File: src/rtl/ex_seg.sv
// Execute stage: ALU / effective address, HI/LO and a 32-step iterative MULTU/DIVU unit.
// Result is combinational off the input register; MULTU/DIVU stall upstream 33 cycles and send NOPs down.
module ex_seg #(
   parameter int MD_CYCLES = 32
) (
   input  logic        clk,
   input  logic        rst,
   input  logic [31:0] A_i,
   input  logic [31:0] B_i,
   input  logic [31:0] Imm_i,
   input  logic [31:0] IR_i,
   output logic        stall,
   output logic [31:0] ALUo_Out,
   output logic [31:0] B_Out,
   output logic [31:0] IR_Out
);

   localparam int CW = $clog2(MD_CYCLES);
   localparam logic [CW-1:0] CNT_LAST = CW'(MD_CYCLES - 1);

   localparam logic [1:0] ST_IDLE = 2'd0;
   localparam logic [1:0] ST_BUSY = 2'd1;
   localparam logic [1:0] ST_DONE = 2'd2;

   localparam logic [5:0] OP_RTYPE = 6'h00;
   localparam logic [5:0] OP_ADDI  = 6'h08;
   localparam logic [5:0] OP_SLTI  = 6'h0A;
   localparam logic [5:0] OP_ANDI  = 6'h0C;
   localparam logic [5:0] OP_ORI   = 6'h0D;
   localparam logic [5:0] OP_LUI   = 6'h0F;
   localparam logic [5:0] OP_LW    = 6'h23;
   localparam logic [5:0] OP_SW    = 6'h2B;

   localparam logic [5:0] FN_SLL   = 6'h00;
   localparam logic [5:0] FN_SRL   = 6'h02;
   localparam logic [5:0] FN_MFHI  = 6'h10;
   localparam logic [5:0] FN_MFLO  = 6'h12;
   localparam logic [5:0] FN_MULTU = 6'h19;
   localparam logic [5:0] FN_DIVU  = 6'h1B;
   localparam logic [5:0] FN_ADD   = 6'h20;
   localparam logic [5:0] FN_SUB   = 6'h22;
   localparam logic [5:0] FN_AND   = 6'h24;
   localparam logic [5:0] FN_OR    = 6'h25;
   localparam logic [5:0] FN_XOR   = 6'h26;
   localparam logic [5:0] FN_SLT   = 6'h2A;
   localparam logic [5:0] FN_SLTU  = 6'h2B;

   logic [31:0]   a_q, b_q, imm_q, ir_q;
   logic [31:0]   hi_q, lo_q;
   logic [31:0]   md_hi, md_lo, md_d;
   logic          md_div;
   logic [CW-1:0] cnt;
   logic [1:0]    state;

   logic [5:0]  opcode, funct;
   logic [4:0]  shamt;
   logic        is_md;
   logic [32:0] mul_sum;
   logic [32:0] div_shift;
   logic [31:0] div_sub;
   logic        div_ge;
   logic [31:0] step_hi, step_lo;
   logic [31:0] alu;

   assign opcode = ir_q[31:26];
   assign funct  = ir_q[5:0];
   assign shamt  = ir_q[10:6];
   assign is_md  = (opcode == OP_RTYPE) && (funct == FN_MULTU || funct == FN_DIVU);

   assign stall    = (state == ST_BUSY) || (state == ST_IDLE && is_md);
   assign IR_Out   = stall ? 32'd0 : ir_q;
   assign B_Out    = b_q;
   assign ALUo_Out = alu;

   // md_hi holds the partial product high word or the running remainder;
   // md_lo holds the multiplier being shifted out or the quotient being shifted in.
   always_comb begin
      mul_sum   = {1'b0, md_hi} + (md_lo[0] ? {1'b0, md_d} : 33'd0);
      div_shift = {md_hi, md_lo[31]};
      div_ge    = (div_shift >= {1'b0, md_d});
      // When the trial subtract succeeds the difference is below 2^32, so 32-bit wrap is exact.
      div_sub   = div_shift[31:0] - md_d;
      if (md_div) begin
         step_hi = div_ge ? div_sub : div_shift[31:0];
         step_lo = {md_lo[30:0], div_ge};
      end else begin
         step_hi = mul_sum[32:1];
         step_lo = {mul_sum[0], md_lo[31:1]};
      end
   end

   always_comb begin
      alu = 32'd0;
      if (opcode == OP_RTYPE) begin
         case (funct)
            FN_ADD:  alu = a_q + b_q;
            FN_SUB:  alu = a_q - b_q;
            FN_AND:  alu = a_q & b_q;
            FN_OR:   alu = a_q | b_q;
            FN_XOR:  alu = a_q ^ b_q;
            FN_SLT:  alu = {31'd0, $signed(a_q) < $signed(b_q)};
            FN_SLTU: alu = {31'd0, a_q < b_q};
            FN_SLL:  alu = b_q << shamt;
            FN_SRL:  alu = b_q >> shamt;
            FN_MFHI: alu = hi_q;
            FN_MFLO: alu = lo_q;
            default: alu = 32'd0;
         endcase
      end else begin
         case (opcode)
            OP_ADDI, OP_LW, OP_SW: alu = a_q + imm_q;
            OP_SLTI: alu = {31'd0, $signed(a_q) < $signed(imm_q)};
            OP_ANDI: alu = a_q & {16'd0, imm_q[15:0]};
            OP_ORI:  alu = a_q | {16'd0, imm_q[15:0]};
            OP_LUI:  alu = {imm_q[15:0], 16'd0};
            default: alu = 32'd0;
         endcase
      end
   end

   always_ff @(posedge clk) begin
      if (rst) begin
         a_q    <= 32'd0;
         b_q    <= 32'd0;
         imm_q  <= 32'd0;
         ir_q   <= 32'd0;
         hi_q   <= 32'd0;
         lo_q   <= 32'd0;
         md_hi  <= 32'd0;
         md_lo  <= 32'd0;
         md_d   <= 32'd0;
         md_div <= 1'b0;
         cnt    <= '0;
         state  <= ST_IDLE;
      end else begin
         if (!stall) begin
            a_q   <= A_i;
            b_q   <= B_i;
            imm_q <= Imm_i;
            ir_q  <= IR_i;
         end
         case (state)
            ST_IDLE: begin
               if (is_md) begin
                  md_hi  <= 32'd0;
                  md_lo  <= a_q;
                  md_d   <= b_q;
                  md_div <= (funct == FN_DIVU);
                  cnt    <= CNT_LAST;
                  state  <= ST_BUSY;
               end
            end
            ST_BUSY: begin
               md_hi <= step_hi;
               md_lo <= step_lo;
               cnt   <= cnt - 1'b1;
               if (cnt == '0) begin
                  hi_q  <= step_hi;
                  lo_q  <= step_lo;
                  state <= ST_DONE;
               end
            end
            // DONE still holds the MD instruction; returning to IDLE as the next one loads avoids a restart.
            ST_DONE: state <= ST_IDLE;
            default: state <= ST_IDLE;
         endcase
      end
   end

endmodule

File: config.mk
export PLATFORM = sky130hd
export DESIGN_NAME = ex_seg
export DESIGN_NICKNAME = d
export VERILOG_FILES = /design/src/rtl/ex_seg.sv
export SDC_FILE = /design/constraint.sdc
export NUM_CORES = 2
export LEC_CHECK = 0
export BUFFER_PORTS_ARGS = -buffer_cell sky130_fd_sc_hd__buf_4
export CORE_ASPECT_RATIO = 0.75
export CORE_UTILIZATION = 30
export DETAILED_ROUTE_END_ITERATION = 12
export PLACE_DENSITY = 0.51
export SKIP_CTS_REPAIR_TIMING = 1
export SYNTH_ARGS = -nofsm -noshare
export SYNTH_HDL_FRONTEND = slang
export SYNTH_SLANG_ARGS = --single-unit
File: constraint.sdc
create_clock -name clk -period 3.9 [get_ports clk]
set_input_delay 0.195 -clock clk [delete_from_list [all_inputs] [get_ports clk]]
set_output_delay 0.195 -clock clk [all_outputs]
set_load 0.005 [all_outputs]
==> flow_summary.ini <==
[synth]
postSynthCellCount = 3715
synth_top_cells_by_area = dfxtp_1 22%, ha_1 11%, a21oi_1 8.0%
netlist-cell-type-count = 94
yosysMostFrequentCell = nand2_1
syn_avg_cell_area_um2 = 7.312
yosys_warnings = 0
yosys.area.top_type_share_pct = 21.81
synth_edf_count = 0
ys_async_sr_fraction_pct = 0
netlist_area_um2 = 27160
synthTopCellsByCount = 558 x nand2_1, 432 x a21oi_1, 325 x nor2_1
synth_top_cell_by_area = dfxtp_1
syn_nets = 4098
synthFlopType = dfxtp_1
synth_seq_area_share_pct = 21.81
ys_seq_elements = 296

[setup_path]
start_kind = flip-flop
critPathKind = reg2out
cp.required_ns = 3.70
cp-end-kind = output pin
path_max_fanout = 6
crit_path_cell_trace = inv_1, ha_1, nor2b_1, o21a_1, o21ai_0, a221oi_1, nor3_1, o31ai_1, mux2i_1, nand3b_1, a211oi_1, o22ai_2, buf_4
critical-path-top-delay-family = compound AO/OA/AOI/OAI gates
cpMaxStageDelayCell = dfxtp_1
critPathMaxStageDelay_ns = 0.68
crit_arrival_ns = 4.04
cp.buffers_inverters = 2

[power_and_ir_drop]
power.density_nw_per_um2 = 269.4
leakage_nw = 15.28
total_power_w = 0.009584
vdd_ir_drop_max_mv = 0.3948

[floorplanning]
design.die.area_um2 = 91770
core_um2 = 89620
io_pins = 227
fp.dieH_um = 262.6
initial_core_util_pct = 30.31
die_x_um = 349.5
placementRows = 95

[global_route]
grt_use_total_pct = 29.90
grt-ovfl-total = 0
grt_max_degree = 100
grt_pass1_vias = 27620
grt_pass1_wl_mm = 201.1
antenna_found_initial = 11

[hold_path]
hold_path_class = in2reg

[cts]
cts_made_buffers = 36
clk_pin_slew_ns = 0.06
clockRootBuffer = clkbuf_16
htree_levels = 2
clkLatencyLatePin_ns = 0.60
cts_num_sinks = 296
cts_tree = done
clockBufferDepth = 3

[routing]
num_vias = 31220
dr.pass1.iters = 7
avgRoutedWirePerCell_um = 26.67
wl_mm = 144.6
drc_errors = 0
vias_per_cell = 5.758
ant_nets = 0
drt_iter0_drc = 3663

[placed_design]
gp_congestion = 1.037
placed_area_um2 = 32090
dp.cells = 5223
io_buffers = 226
dp_hpwl_mm = 113.4

[timing]
timing.final.crit_period_ns = 4.232
max_freq_mhz = 236.3
fin_crit_sh_pct = 108.5
rsz0062_at_grt = true
slew_headroom_pct = 31.87
clock-skew-final_ns = 0.03919
fin_ws_ns = -0.3316
hold_violations = 0
finalSetupViolCount = 16
slew_viol_final = 0
final.setup.tns_ns = -3.093
tightestPinTransition_ns = 1.021

[cells_and_area]
fillers = 9517
nets = 4566
stdcell_count = 5423
regArea_um2 = 5984
fin_area_um2 = 35570
area_growth_pct = 30.95
multiInputGateArea_um2 = 20300
drive_gt1_share_pct = 21.76

[status]
status = finished with violations
violations = negative setup slack

[flow_run]
cap_violations = 0
-- layer usage --
metal  share of wire [%]  GRT usage, %  vias up
met4                 2.5         6.615        4
met5               0.019             0        -
met3                  11         8.041      195
met2                  38         39.12     1662
met1                  48         46.90    15100
li1                    -             -    14270
-- registers in the layout (all words and copies together) (netlist names) --
signal,flops
cnt,5
md_lo,32
md_d,32
lo_q,32
state,2
B_Out,32
md_hi,32
ir_q,32
hi_q,32
md_div,1
a_q,32
imm_q,32
-- path summary, 6_finish.rpt --
path	startpoint	to	slack, ns	cells past startpoint
min	B_i[28]	B_Out[28]	0.008	3
max reg2reg	md_d[8]	md_hi[2]	0.21	12
min reg2reg	ir_q[20]	ir_q[20]	0.45	2
max	B_Out[21]	ALUo_Out[31]	-0.33	13
-- cell usage in the layout (no fill, tap or decap), types with 22 or more instances in the layout --
| cell type | netlist | routed |
|---|---|---|
| mux4_2 | 23 | 23 |
| xor2_1 | 32 | 32 |
| inv_1 | 198 | 188 |
| o21ai_0 | 147 | 130 |
| ha_1 | 248 | 230 |
| nor2_1 | 325 | 318 |
| nor3_1 | 44 | 40 |
| a22oi_1 | 32 | 32 |
| xnor2_1 | 61 | 59 |
| clkbuf_16 | 0 | 37 |
| buf_4 | 2 | 574 |
| a21o_1 | 55 | 55 |
| and3_1 | 79 | 79 |
| o22ai_1 | 25 | 23 |
| a211oi_1 | 83 | 76 |
| a22o_1 | 29 | 29 |
| o21bai_1 | 27 | 26 |
| a21oi_1 | 432 | 419 |
| a221oi_1 | 51 | 41 |
| o21a_1 | 27 | 24 |
| o211ai_1 | 70 | 70 |
| mux2i_1 | 133 | 128 |
| dlygate4sd3_1 | 0 | 111 |
| nand2b_1 | 25 | 22 |
| nand3_1 | 42 | 41 |
| dfxtp_1 | 296 | 267 |
| nand2_1 | 558 | 557 |
| and2_1 | 47 | 47 |
-- where the power goes --
group / internal (W) / switching, W
Clock: 0.00203 / 0.00159
Sequential: 0.00310 / 0.0000955
Combinational: 0.00111 / 0.00167
Total: 0.00623 / 0.00336
-- layout make-up --
type | count | area share, %
diodes | 2 | 0.01407
clock buffers | 46 | 2.810
clock inverters | 18 | 0.5276
inverters | 203 | 2.160
multi-input cells | 2938 | 57.08
flip-flops and latches | 296 | 16.82
well taps | 1212 | 4.263
repair buffers | 708 | 16.32
-- tightest hold or removal path, delay by kind of cell --
| family | cells | cell delay, ns |
|---|---|---|
| buffers and inverters | 1 | 0.08 |
| AND/OR/NAND/NOR | 1 | 0.12 |
| AO/OA/AOI/OAI | 1 | 0.15 |
-- cells by family after synthesis --
group | share of synthesized area [%]
and+or+nand+nor | 19.59
AOI/OAI and AO/OA | 29.15
buffers and inverters | 6.965
DFF | 21.81
adders and majority gates | 11.79
muxes | 7.692
xor gates and xnor gates | 2.999
-- through the flow --
stage	utilization [%]	setup WS [ns]	hold WS (ns)
floorplan	-	0.4838	0.3310
global placement	35.80	0.0008984	0.4383
detailed placement	35.80	-0.1065	0.4421
CTS	37.13	-0.7291	-0.1646
global route	39.68	-0.4245	0.005615
finish	39.69	-0.3316	0.007864
Note: power is estimated with default switching activity, not from simulation.
